File: src/rtl/mem_mgr_pkg.sv
// Shared definitions for the memory manager: allocation FSM encoding, the
// default settle delay and the block-address width used with the bitmap.
package mem_mgr_pkg;

    typedef enum logic [2:0] {
        ST_IDLE,
        ST_CHECK,
        ST_FAIL,
        ST_GRANT,
        ST_OUT
    } state_t;

    localparam int SETTLE_DEFAULT = 3;

    function automatic int addr_width(input int width, input int depth);
        return $clog2(depth) + $clog2(width);
    endfunction

endpackage

File: src/rtl/mem_alloc_ctrl.sv
// Allocation/free client for the bitmap block allocator: grants blocks one at
// a time through set port 1, forwards frees to clear port 2. Optional
// statistics counters are enabled by defining MEM_ALLOC_STAT_EN.
module mem_alloc_ctrl
    import mem_mgr_pkg::*;
#(
    parameter int  WIDTH   = 8,
    parameter int  DEPTH   = 128,
    parameter int  MAX_BLK = 8,
    parameter int  SETTLE  = SETTLE_DEFAULT,
    localparam int ADDR_W  = addr_width(WIDTH, DEPTH),
    localparam int LEN_W   = $clog2(MAX_BLK + 1)
) (
    input  logic              clk,
    input  logic              rst_n,
    input  logic              alloc_req_vld,
    input  logic [LEN_W-1:0]  alloc_req_len,
    output logic              alloc_req_rdy,
    output logic [ADDR_W-1:0] alloc_addr,
    output logic              alloc_addr_vld,
    output logic              alloc_addr_last,
    input  logic              alloc_addr_rdy,
    output logic              alloc_fail,
    input  logic              free_vld,
    input  logic [ADDR_W-1:0] free_addr,
    input  logic [ADDR_W-1:0] bm_emp_addr,
    input  logic              bm_emp_vld,
    input  logic [ADDR_W:0]   bm_emp_num,
    output logic              bm_wr_en_1,
    output logic [ADDR_W-1:0] bm_wr_addr_1,
    output logic              bm_wr_val_1,
    output logic              bm_wr_en_2,
    output logic [ADDR_W-1:0] bm_wr_addr_2,
    output logic              bm_wr_val_2
`ifdef MEM_ALLOC_STAT_EN
    ,
    output logic [15:0]       stat_alloc_cnt,
    output logic [15:0]       stat_free_cnt,
    output logic [15:0]       stat_fail_cnt
`endif
);

    localparam int SET_W = (SETTLE > 0) ? $clog2(SETTLE + 1) : 1;

    state_t            state, next;
    logic [SET_W-1:0]  settle;
    logic [LEN_W-1:0]  len_q;
    logic [LEN_W-1:0]  remaining;
    logic [ADDR_W-1:0] addr_q;
    logic              free_en;
    logic [ADDR_W-1:0] free_addr_q;
    logic              grant_fire;
    logic              len_bad;
    logic              settled;

    assign settled = (settle == '0);
    assign len_bad = (len_q == '0) || (len_q > LEN_W'(MAX_BLK)) ||
                     (bm_emp_num < (ADDR_W + 1)'(len_q));

    always_comb begin
        next       = state;
        grant_fire = 1'b0;
        case (state)
            ST_IDLE:  if (alloc_req_vld) next = ST_CHECK;
            ST_CHECK: if (settled) next = len_bad ? ST_FAIL : ST_GRANT;
            ST_FAIL:  next = ST_IDLE;
            ST_GRANT: begin
                if (settled && bm_emp_vld) begin
                    grant_fire = 1'b1;
                    next       = ST_OUT;
                end
            end
            ST_OUT: begin
                if (alloc_addr_rdy)
                    next = (remaining == LEN_W'(1)) ? ST_IDLE : ST_GRANT;
            end
            default:  next = ST_IDLE;
        endcase
    end

    // Control and output registers; settle blocks trust in bitmap outputs after our own set
    always_ff @(posedge clk or negedge rst_n) begin
        if (!rst_n) begin
            state       <= ST_IDLE;
            settle      <= '0;
            addr_q      <= '0;
            free_en     <= 1'b0;
            free_addr_q <= '0;
        end else begin
            state   <= next;
            free_en <= free_vld;
            if (free_vld)
                free_addr_q <= free_addr;
            if (grant_fire)
                settle <= SET_W'(SETTLE);
            else if (!settled)
                settle <= settle - SET_W'(1);
            if (grant_fire)
                addr_q <= bm_emp_addr;
        end
    end

    // Request length bookkeeping; only meaningful while a request is in flight
    always_ff @(posedge clk) begin
        if (state == ST_IDLE && alloc_req_vld)
            len_q <= alloc_req_len;
        if (state == ST_CHECK && next == ST_GRANT)
            remaining <= len_q;
        else if (state == ST_OUT && alloc_addr_rdy)
            remaining <= remaining - LEN_W'(1);
    end

    assign alloc_req_rdy   = (state == ST_IDLE);
    assign alloc_fail      = (state == ST_FAIL);
    assign alloc_addr_vld  = (state == ST_OUT);
    assign alloc_addr_last = (state == ST_OUT) && (remaining == LEN_W'(1));
    assign alloc_addr      = addr_q;
    assign bm_wr_en_1      = grant_fire;
    assign bm_wr_addr_1    = grant_fire ? bm_emp_addr : '0;
    assign bm_wr_val_1     = 1'b1;
    assign bm_wr_en_2      = free_en;
    assign bm_wr_addr_2    = free_addr_q;
    assign bm_wr_val_2     = 1'b0;

`ifdef MEM_ALLOC_STAT_EN
    function automatic logic [15:0] sat_inc(input logic [15:0] v);
        return (v == 16'hFFFF) ? v : v + 16'd1;
    endfunction

    always_ff @(posedge clk or negedge rst_n) begin
        if (!rst_n) begin
            stat_alloc_cnt <= '0;
            stat_free_cnt  <= '0;
            stat_fail_cnt  <= '0;
        end else begin
            if (bm_wr_en_1) stat_alloc_cnt <= sat_inc(stat_alloc_cnt);
            if (bm_wr_en_2) stat_free_cnt  <= sat_inc(stat_free_cnt);
            if (alloc_fail) stat_fail_cnt  <= sat_inc(stat_fail_cnt);
        end
    end
`endif

endmodule
File: config.mk
export PLATFORM = sky130hd
export DESIGN_NAME = mem_alloc_ctrl
export DESIGN_NICKNAME = d
export VERILOG_FILES = /design/src/rtl/mem_mgr_pkg.sv /design/src/rtl/mem_alloc_ctrl.sv
export SDC_FILE = /design/constraint.sdc
export NUM_CORES = 1
export LEC_CHECK = 0
export ABC_CLOCK_PERIOD_IN_PS = 3500
export BUFFER_PORTS_ARGS = -buffer_cell sky130_fd_sc_hd__buf_2
export CAP_MARGIN = 0
export CORE_MARGIN = 2
export CORE_UTILIZATION = 46
export CTS_BUF_LIST = sky130_fd_sc_hd__clkbuf_8
export CTS_CLUSTER_DIAMETER = 60
export CTS_CLUSTER_SIZE = 8
export DETAILED_ROUTE_END_ITERATION = 7
export PLACE_DENSITY = 0.87
export SYNTH_ARGS = -nofsm -noshare
export SYNTH_HDL_FRONTEND = slang
export SYNTH_SLANG_ARGS = --single-unit
File: constraint.sdc
create_clock -name clk -period 3.5 [get_ports clk]
set_clock_uncertainty 0.1 [all_clocks]
set_input_delay 0.175 -clock clk [delete_from_list [all_inputs] [get_ports clk]]
set_output_delay 0.175 -clock clk [all_outputs]
set_load 0.005 [all_outputs]
==> run_results.csv, run 1 <==
group,metric,value,unit
clock_tree,number_of_buffers_inserted_during_clock_tree_synthesis,5,
critical_path,cell_breakdown_of_the_critical_path,"inv_1, ha_1, nand3_4, inv_2, and2_1, buf_2",
logic_synthesis,synthDominantCellAreaShare,0.3982,
clock_tree,tritoncts,"done",
floorplanning,floorplan.core_area,0.003363,mm^2
clock_tree,clkSlewWorstSetupHoldPaths,70,ps
detailed_routing,dr_total_vias,1247,
finish,antenna_diode_instance_count,0,
grt,antenna_violations_before_repair,0,
finish,flow.area_growth_from_synthesis,34.07,%
logic_synthesis,async_s_r_ff_share_synth,0.7647,
logic_synthesis,synth_fp_nets,177,
grt,grt_pass1_wl,5526,um
placed_design,detailed_place_hpwl,2472,um
logic_synthesis,synth_cell_types,32,
critical_path,crit_start,"settle[0]",
clock_tree,htree_num_levels,2,
critical_path,critPathLaunchType,"flop",
placed_design,post_dp_cell_area,0.002024,mm^2
clock_tree,insertion_delay,290,ps
critical_path,regToRegStartpoint,"len_q[3]",
timing,rsz0062_at_grt,"false",
detailed_routing,detail_route.first_pass.iterations,4,
detailed_routing,wirelength,3242,um
power_and_ir_drop,switchingPower,0.0003816,W
clock_tree,root_buffer,"clkbuf_8",
critical_path,cpLargestDelayFamily,"buffers and inverters",
finish,nFillCells,271,
power_and_ir_drop,power.leakage,1.223,nW
logic_synthesis,ys_warn_count,0,
timing,fin_crit_sh,0.5832,
logic_synthesis,yosys.cell_count.top_type,"dfrtp_1",
timing,max_freq,489.9,MHz
critical_path,timing.critical_path.slowest_cell_delay,390,ps
timing,final-setup-viol-count,0,
logic_synthesis,mappedNetlistArea,0.001634,mm^2
flow_run,drv_cap,0,
clock_tree,total_of_cells_resized_after_clock_tree_synthesis,0,
detailed_routing,top_layer,"met4",
critical_path,crit_fanout,14,
grt,largest_net_degree_at_the_start_of_global_routing,27,
power_and_ir_drop,pwr-share-seq,0.433,
critical_path,crit_path_required_time,3220,ps
floorplanning,die_x,63.60,um
placed_design,dp_worst_setup_slack,1573,ps
detailed_routing,wire_length_on_met1,1343,um
detailed_routing,drt_iter0_drc,40,
finish,drive_above_1_share,0.5070,
grt,groute.usage.overall,0.1782,
power_and_ir_drop,ir_worst_vdd,0.3666,mV
timing,final_hold_viol_count,0,
placed_design,portBuffers,76,
power_and_ir_drop,power.clock.fraction,0.278,
timing,fin_setup_tns,0,ps
logic_synthesis,seq_cells_post_synth,34,
finish,finish.net_count,259,
logic_synthesis,synth_area_leaders,"dfrtp_1, edfxtp_1, mux2_2",
detailed_routing,drtAntennaViolNets,0,
floorplanning,floorplan.initialDensity,0.4859,
logic_synthesis,ys_top_cells_by_count,"dfrtp_1, a21o_1, mux2_2",
detailed_routing,vias_per_cell,4.815,
grt,grt_remaining_overflow,0,
critical_path,worst-path-buf-inv,3,
worst_hold_path,hold_path.startpoint,"free_addr[1]",
floorplanning,std_cell_rows,21,
logic_synthesis,synth_largest_area_cell,"dfrtp_1",
detailed_routing,met2_length,1490,um
floorplanning,design.die.area,0.004045,mm^2
timing,post-route-worst-setup-slack,1459,ps
timing,fin_crit,2041,ps
detailed_routing,routed_wl_per_cell,12.52,um
power_and_ir_drop,combPwrFrac,0.289,
grt,grt_pass1_vias,1297,
timing,fin_hold_ws,14.40,ps
timing,timing_worst_slew_pin_value,570.8,ps
placed_design,gp_congestion,0.8135,
power_and_ir_drop,sw_frac_of_total,0.2869,
logic_synthesis,ys_dominant_reg_cell,"dfrtp_1",
detailed_routing,met3RoutedLength,355,um
logic_synthesis,post_synth.cell_area_avg,12.57,um^2
critical_path,crit_path_end_kind,"output pin",
critical_path,crit_arrival,1770,ps
worst_hold_path,worst_hold_path_type,"input port to flop",
finish,post-route-cell-area,0.002191,mm^2
logic_synthesis,synth_enable_flop_cells,8,
critical_path,critical_path.slowest_cell,"dfrtp_1",
power_and_ir_drop,power_report.internal_total,0.0009485,W
clock_tree,tritoncts_num_sinks,34,
finish,combined_area_of_the_multi_input_logic_cells,658.1,um^2
detailed_routing,route.detailed.drc,0,
clock_tree,clock_tree.buffer_depth,2,
logic_synthesis,synth_cells,130,
floorplanning,ios,79,
logic_synthesis,yosysSeqAreaShare,0.5452,
floorplanning,dieHeight,63.60,um
timing,timing_max_transition_violations_final,0,
status,status,"completed",
finish,ff_latch_area,890.9,um^2
timing,worst_slew_margin_rel,0.6195,
critical_path,critical_path_class,"flop to output pin",
power_and_ir_drop,power-per-cell-area,607.1,mW/mm^2
[sequential cells by signal, indices dropped and copies added, names as in the netlist]
register / count
alloc_addr: 10
bm_wr_addr_2: 10
len_q: 4
remaining: 4
state: 3
settle: 2
bm_wr_en_2: 1
[stage by stage]
stage	power, W	cells	util
after floorplan	0.0008458	130	-
after global placement	0.0009548	246	0.6019
after detailed placement	0.0009652	246	0.6019
after CTS	0.001344	259	0.6514
after global routing	0.001420	259	0.6514
final	0.001330	259	0.6514
[worst register-to-register path: cells and delay by family (launching register included)]
kind	cells	cell delay (ps)
adders and majority gates	1	170
muxes	1	330
DFF	1	360
AOI/OAI and AO/OA	1	200
buffers and inverters	1	70
and+or+nand+nor	2	470
[power by group through the flow]
stage,Combinational [W],Clock [W],Sequential [W]
after global placement,0.000374,0,0.000581
after detailed placement,0.000383,0,0.000582
after global routing,0.000436,0.000392,0.000592
after CTS,0.000392,0.000377,0.000576
final,0.000384,0.000370,0.000576
after floorplan,0.000260,0,0.000585
[repair_timing]
action                                 4_1_cts  5_1_grt
endpoints found under the hold margin       30        0
hold buffers                                 5        0
setup buffers                                0        0
[logic make-up after synthesis]
| family | share of synthesized area |
|---|---|
| other | 0.004596 |
| adder cells (fa/ha/maj) | 0.04594 |
| multiplexers | 0.1064 |
| buffers and inverters | 0.05206 |
| AND/OR/NAND/NOR | 0.1516 |
| AO/OA/AOI/OAI | 0.07274 |
| flip-flops | 0.5452 |
| XOR/XNOR | 0.02144 |
[layer usage]
metal / global-route usage / vias to the layer above
met1: 0.2035 / 565
met5: 0 / -
met4: 0.08152 / 0
li1: - / 604
met2: 0.2842 / 72
met3: 0.08214 / 6
[final timing paths]
path	slack (ps)	endpoint	depth (start not counted)
max reg2reg	1560	remaining[0]	6
min in group asynchronous	310	bm_wr_en_2	2
min	10	bm_wr_addr_2[1]	2
min reg2reg	370	alloc_addr[7]	1
max in group asynchronous	2620	state[2]	2
max	1460	bm_wr_addr_1[9]	6
[final cells by class]
| cell class | count | area share |
|---|---|---|
| Sequential cell | 34 | 0.4066 |
| Inverter | 10 | 0.01713 |
| Timing Repair Buffer | 81 | 0.1965 |
| Clock buffer | 6 | 0.03769 |
| Clock inverter | 2 | 0.01542 |
| Multi-Input combinational cell | 80 | 0.3004 |
| Tap cell | 46 | 0.02627 |
[placed cells by master, fill, tap and decap left out, types with 4 or more instances in the layout]
| master | Yosys | layout |
|---|---|---|
| a21o_1 | 10 | 10 |
| clkbuf_8 | 0 | 6 |
| and2_4 | 9 | 9 |
| mux2_2 | 10 | 10 |
| dfrtp_1 | 26 | 26 |
| edfxtp_1 | 8 | 8 |
| mux2i_1 | 5 | 5 |
| dlygate4sd3_1 | 0 | 5 |
| buf_2 | 2 | 76 |
| ha_1 | 6 | 6 |
| inv_1 | 9 | 10 |
| nand2_1 | 9 | 9 |
| nor2_1 | 4 | 4 |
(Power assumes the default switching activity.)
==> run 2: changes to the inputs <==
--- a/config.mk
+++ b/config.mk
@@ -5,16 +5,16 @@
 export SDC_FILE = /design/constraint.sdc
 export NUM_CORES = 1
 export LEC_CHECK = 0
-export ABC_CLOCK_PERIOD_IN_PS = 3500
+export ABC_CLOCK_PERIOD_IN_PS = 1700
 export BUFFER_PORTS_ARGS = -buffer_cell sky130_fd_sc_hd__buf_2
 export CAP_MARGIN = 0
 export CORE_MARGIN = 2
-export CORE_UTILIZATION = 46
+export CORE_UTILIZATION = 43
 export CTS_BUF_LIST = sky130_fd_sc_hd__clkbuf_8
 export CTS_CLUSTER_DIAMETER = 60
 export CTS_CLUSTER_SIZE = 8
 export DETAILED_ROUTE_END_ITERATION = 7
-export PLACE_DENSITY = 0.87
+export PLACE_DENSITY = 0.85
 export SYNTH_ARGS = -nofsm -noshare
 export SYNTH_HDL_FRONTEND = slang
 export SYNTH_SLANG_ARGS = --single-unit
==> constraint.sdc (replaced) <==
create_clock -name clk -period 1.7 [get_ports clk]
set_clock_uncertainty 0.1 [all_clocks]
set_input_delay 0.085 -clock clk [delete_from_list [all_inputs] [get_ports clk]]
set_output_delay 0.085 -clock clk [all_outputs]
set_load 0.005 [all_outputs]
==> run 2 against run 1 <==
  * The run now ends with negative setup slack left
  * Clock power grew 52%
  * Combinational power rose to 2.7 times the previous value
  * Die area grew 6.5%
  * Via count increased by 12%
  * Critical path type is now flop to flop
  * Clock-buffer cell count decreased by 1
  * Sequential cell count is the same
  * Routed wire length rose by 32%
  * Largest power group unchanged
  * Cell area is 18% higher
==> run_results.csv, run 2 (same netlist as run 1, synthesis figures left out) <==
group,metric,value,unit
grt,grt_pass1_wl,6499,um
placed_design,detailed_place_hpwl,2499,um
critical_path,regToRegStartpoint,"len_q[1]",
clock_tree,clkSlewWorstSetupHoldPaths,70,ps
worst_hold_path,worst_hold_path.endpoint,"alloc_addr[5]",
clock_tree,tritoncts,"done",
finish,antenna_diode_instance_count,0,
floorplanning,design.die.area,0.004309,mm^2
power_and_ir_drop,ir_worst_vdd,0.6509,mV
finish,post-route-cell-area,0.002591,mm^2
floorplanning,std_cell_rows,22,
grt,grt_remaining_overflow,0,
timing,timing_worst_slew_pin_value,571.4,ps
critical_path,critPathLaunchType,"flop",
timing,post-route-worst-setup-slack,-99.11,ps
detailed_routing,dr_total_vias,1398,
grt,grt_pass1_vias,1445,
floorplanning,ios,79,
grt,largest_net_degree_at_the_start_of_global_routing,27,
detailed_routing,vias_per_cell,4.739,
floorplanning,dieHeight,65.65,um
grt,antenna_violations_before_repair,0,
grt,groute.usage.overall,0.2035,
floorplanning,floorplan.core_area,0.003661,mm^2
finish,flow.area_growth_from_synthesis,58.58,%
power_and_ir_drop,power-per-cell-area,1078,mW/mm^2
timing,rsz0062_at_grt,"true",
flow_run,drv_cap,0,
power_and_ir_drop,power.leakage,1.377,nW
placed_design,gp_congestion,0.7251,
status,status,"finished, violations left",
critical_path,worst-r2r-cell-count,6,
critical_path,timing.critical_path.slowest_cell_delay,400,ps
timing,fin_crit_sh,1.058,
critical_path,crit_fanout,3,
detailed_routing,route.detailed.drc,0,
critical_path,critical_path.slowest_cell,"edfxtp_1",
critical_path,r2r_setup_slack,-100,ps
detailed_routing,detail_route.first_pass.iterations,4,
finish,mostFrequentLayoutCell,"buf_2",
detailed_routing,drtAntennaViolNets,0,
worst_hold_path,hold_path.startpoint,"bm_emp_addr[5]",
critical_path,reg2reg_to,"remaining[0]",
critical_path,cpLargestDelayFamily,"flip-flops",
status,failed_checks,"negative setup slack",
critical_path,crit_arrival,1750,ps
critical_path,cell_breakdown_of_the_critical_path,"inv_2, ha_4, a211oi_4, o211ai_2, nand3b_4, mux2_4",
worst_hold_path,worst_hold_path_type,"input port to flop",
clock_tree,tritoncts_num_sinks,34,
worst_hold_path,whs_path_depth,3,
detailed_routing,routed_wl_per_cell,14.55,um
timing,fin_crit,1799,ps
floorplanning,die_x,65.65,um
timing,final_hold_viol_count,0,
critical_path,worst-path-buf-inv,1,
finish,nFillCells,244,
clock_tree,insertion_delay,290,ps
critical_path,critical_path_class,"flop to flop",
finish,finish.net_count,293,
power_and_ir_drop,power.total,0.002793,W
critical_path,crit_path_required_time,1650,ps
timing,max_freq,555.8,MHz
placed_design,post_dp_cell_area,0.002093,mm^2
floorplanning,floorplan.initialDensity,0.4463,
timing,worst_slew_margin_rel,0.6191,
detailed_routing,drt_iter0_drc,27,
clock_tree,root_buffer,"clkbuf_8",
finish,drive_above_1_share,0.5668,
timing,timing_max_transition_violations_final,0,
timing,fin_setup_tns,-144.6,ps
placed_design,portBuffers,76,
critical_path,crit_path_end_kind,"flop",
finish,layout.cells.most_common_list,"buf_2, dfrtp_1, dlygate4sd3_1",
timing,fin_hold_ws,18.71,ps
timing,final-setup-viol-count,4,
detailed_routing,wirelength,4292,um
clock_tree,clock_tree.buffer_depth,2,
clock_tree,htree_num_levels,2,
clock_tree,number_of_buffers_inserted_during_clock_tree_synthesis,5,
[run 2: power by group]
group | total (W) | leakage (nW) | internal, W | switching (W)
sequential | 0.00120 | 0.389 | 0.00106 | 0.000138
clock | 0.000564 | 0.0491 | 0.000278 | 0.000286
combinational | 0.00103 | 0.938 | 0.000585 | 0.000441
[run 2: cell type report]
type / count / area (um^2) / share of cell area
Clock inverter: 3 / 13.76 / 0.005311
Tap cell: 48 / 60.06 / 0.02318
Sequential cell: 34 / 892.1 / 0.3443
Clock buffer: 5 / 68.82 / 0.02656
Timing Repair inverter: 1 / 6.256 / 0.002414
Timing Repair Buffer: 114 / 785.8 / 0.3032
Inverter: 10 / 42.54 / 0.01642
Multi-Input combinational cell: 80 / 721.9 / 0.2786
[run 2: timing repair]
action / CTS / global route
setup buffers: 5 / 5
hold buffers: 20 / 0
pin swaps: 4 / 15
hold endpoints to repair: 45 / 0
gates cloned: 1 / 0
resized for setup: 10 / 21
endpoints found under the setup margin: 18 / 20
[run 2: per-layer routing]
metal / vias to the layer above / GRT usage / wire length, um
met5: - / 0 / 0
met4: 0 / 0.06250 / 40
met3: 4 / 0.05651 / 318
met2: 66 / 0.3561 / 2214
met1: 658 / 0.2416 / 1719
li1: 670 / - / -
[run 2: worst max path at each step]
| stage | start | endpoint | slack, ps | cells after the start |
|---|---|---|---|---|
| 2_1_floorplan | len_q[1] | remaining[0] | -80 | 6 |
| 3_3_place_gp | len_q[1] | remaining[0] | -90 | 6 |
| 3_5_place_dp | len_q[2] | remaining[0] | -130 | 6 |
| 4_1_cts | len_q[1] | remaining[0] | -110 | 6 |
| 5_1_grt | len_q[1] | remaining[0] | -160 | 6 |
| 6_report | len_q[1] | remaining[0] | -100 | 6 |
[run 2: worst min-delay path: stages]
cell and delay, ps:
buf_2 70, and2_4 130, a21o_1 70
[run 2: stage by stage]
| step | cells | util | worst slack [ps] |
|---|---|---|---|
| floorplan | 130 | - | -84.04 |
| global placement | 256 | 0.5718 | -86.75 |
| detailed placement | 256 | 0.5718 | -132.2 |
| CTS | 290 | 0.6692 | -114.6 |
| global route | 295 | 0.7078 | -161.3 |
| finish | 295 | 0.7078 | -99.11 |
==> run 3: changes to the inputs <==
--- a/config.mk
+++ b/config.mk
@@ -8,13 +8,15 @@
 export ABC_CLOCK_PERIOD_IN_PS = 1700
 export BUFFER_PORTS_ARGS = -buffer_cell sky130_fd_sc_hd__buf_2
 export CAP_MARGIN = 0
+export CELL_PAD_IN_SITES_DETAIL_PLACEMENT = 0
+export CELL_PAD_IN_SITES_GLOBAL_PLACEMENT = 1
 export CORE_MARGIN = 2
-export CORE_UTILIZATION = 43
+export CORE_UTILIZATION = 32
 export CTS_BUF_LIST = sky130_fd_sc_hd__clkbuf_8
 export CTS_CLUSTER_DIAMETER = 60
 export CTS_CLUSTER_SIZE = 8
 export DETAILED_ROUTE_END_ITERATION = 7
-export PLACE_DENSITY = 0.85
+export PLACE_DENSITY = 0.84
 export SYNTH_ARGS = -nofsm -noshare
 export SYNTH_HDL_FRONTEND = slang
 export SYNTH_SLANG_ARGS = --single-unit
==> run 3 against run 2 <==
  * Maximum frequency grew 0.35%
  * Global-route usage shrank 5.9 points
  * Clock power grew 23%
  * Clock-buffer cell count grew 3
  * Via count shrank 2.4%
  * The flow still finishes with violations (negative setup slack)
  * Die area grew 32%
  * Combinational power is essentially flat
==> run_results.csv, run 3 (same netlist as run 1, synthesis figures left out) <==
group,metric,value,unit
status,status,"finished, violations left",
status,failed_checks,"negative setup slack",
finish,mostFrequentLayoutCell,"buf_2",
clock_tree,number_of_buffers_inserted_during_clock_tree_synthesis,5,
clock_tree,clock_tree.buffer_depth,2,
timing,worst_slew_margin_rel,0.6203,
floorplanning,dieHeight,75.46,um
timing,timing_worst_slew_pin_value,569.6,ps
critical_path,critical_path_class,"flop to flop",
finish,ff_latch_area,892.1,um^2
detailed_routing,drt_iter0_drc,23,
grt,grt_pass1_vias,1409,
timing,rsz0062_at_grt,"true",
floorplanning,std_cell_rows,26,
detailed_routing,dr_total_vias,1365,
finish,antenna_diode_instance_count,0,
power_and_ir_drop,power-per-cell-area,1091,mW/mm^2
clock_tree,insertion_delay,280,ps
placed_design,dp_worst_setup_slack,-138.4,ps
grt,groute.usage.overall,0.1443,
clock_tree,root_buffer,"clkbuf_8",
power_and_ir_drop,power.leakage,1.403,nW
finish,flow.area_growth_from_synthesis,63.71,%
finish,finish.net_count,298,
grt,grt_pass1_wl,6113,um
finish,layout.cells.most_common_list,"buf_2, dfrtp_1, dlygate4sd3_1",
grt,largest_net_degree_at_the_start_of_global_routing,27,
critical_path,crit_path_required_time,1630,ps
clock_tree,tritoncts,"done",
power_and_ir_drop,power.total,0.002920,W
placed_design,post-place-cells,279,
floorplanning,floorplan.initialDensity,0.3262,
floorplanning,ios,79,
grt,antenna_violations_before_repair,0,
flow_run,drv_cap,0,
clock_tree,htree_num_levels,2,
floorplanning,die_x,75.46,um
timing,final_hold_viol_count,0,
timing,timing_max_transition_violations_final,0,
detailed_routing,vias_per_cell,4.239,
grt,grt_remaining_overflow,0,
placed_design,detailed_place_hpwl,2500,um
critical_path,crit_arrival,1730,ps
detailed_routing,route.detailed.drc,0,
critical_path,crit_fanout,3,
critical_path,crit_path_end_kind,"flop",
detailed_routing,detail_route.first_pass.iterations,4,
finish,nFillCells,446,
floorplanning,design.die.area,0.005694,mm^2
worst_hold_path,worst_hold_path_type,"input port to flop",
floorplanning,floorplan.core_area,0.005010,mm^2
finish,finalCoreUtilization,0.5340,
detailed_routing,drtAntennaViolNets,0,
clock_tree,tritoncts_num_sinks,34,
detailed_routing,wirelength,3963,um
clock_tree,clkSlewWorstSetupHoldPaths,70,ps
finish,drive_above_1_share,0.5675,
timing,post-route-worst-setup-slack,-92.82,ps
timing,max_freq,557.8,MHz
detailed_routing,routed_wl_per_cell,12.31,um
placed_design,portBuffers,76,
timing,final-setup-viol-count,8,
power_and_ir_drop,ir_worst_vdd,0.6970,mV
finish,combined_area_of_the_multi_input_logic_cells,709.4,um^2
finish,layoutNonFillerInstCount,322,
timing,fin_crit,1793,ps
timing,fin_hold_ws,25.00,ps
critical_path,critPathLaunchType,"flop",
timing,fin_crit_sh,1.055,
placed_design,gp_congestion,0.7339,
## run 3: cell count changes in the layout (fill, tap and decap cells not counted), sizes merged
cell | before | now
dlygate4sd3 | 20 | 23
clkinv | 3 | 0
buf | 94 | 96
clkbuf | 5 | 8
## run 3: final cells by class
cell class              instances  share of cell area
flip-flops and latches         34              0.3335
repair buffers                119              0.3092
multi-input cells              80              0.2652
clock buffers                   8             0.04116
well taps                      70             0.03274
inverters                      10             0.01590
repair inverters                1            0.002339
## run 3: report_power, final
group          switching, W  internal (W)  total (W)
combinational      0.000445      0.000595    0.00104
sequential         0.000125       0.00106    0.00119
clock              0.000282      0.000409   0.000691
## run 3: final timing paths
| path | startpoint | to | slack [ps] | depth (start not counted) |
|---|---|---|---|---|
| max in group asynchronous | rst_n | state[0] | 870 | 2 |
| min in group asynchronous | rst_n | alloc_addr[5] | 220 | 2 |
| worst min register to register | alloc_addr[1] | alloc_addr[1] | 370 | 1 |
| worst min-delay path | bm_emp_addr[8] | alloc_addr[8] | 20 | 3 |
| worst max-delay path | len_q[1] | remaining[0] | -90 | 6 |
| worst max register to register | len_q[1] | remaining[0] | -90 | 6 |
## run 3: layer usage
layer / part of all wire / wire length (um) / track usage / vias to the layer above
met2: 0.50 / 1976 / 0.2271 / 51
met5: 0 / 0 / 0 / -
li1: - / - / - / 683
met3: 0.067 / 266 / 0.04894 / 4
met1: 0.42 / 1679 / 0.1882 / 627
met4: 0.010 / 41 / 0.04678 / 0
## run 3: metrics by stage
stage | instance area [um^2] | setup TNS, ps
6_report | 2675 | -494.5
5_1_grt | 2675 | -1166
4_1_cts | 2542 | -274.2
3_5_place_dp | 2128 | -275.5
3_3_place_gp | 2128 | -110.2
2_1_floorplan | 1640 | -84.04
## run 3: what timing repair did
item                                   in CTS  in global routing
endpoints found under the hold margin      48                  0
hold buffers                               23                  0
pin swaps                                   3                 12
cloned                                      1                  0
buffers inserted                            5                  6
setup endpoints to repair                  14                 19
gates resized for setup                    10                 19
## run 3: worst max-delay path: stages (launching register included)
cell,delay (ps)
edfxtp_1,400
inv_2,90
ha_4,200
a211oi_2,200
o211ai_2,140
nand3b_4,130
mux2_4,290
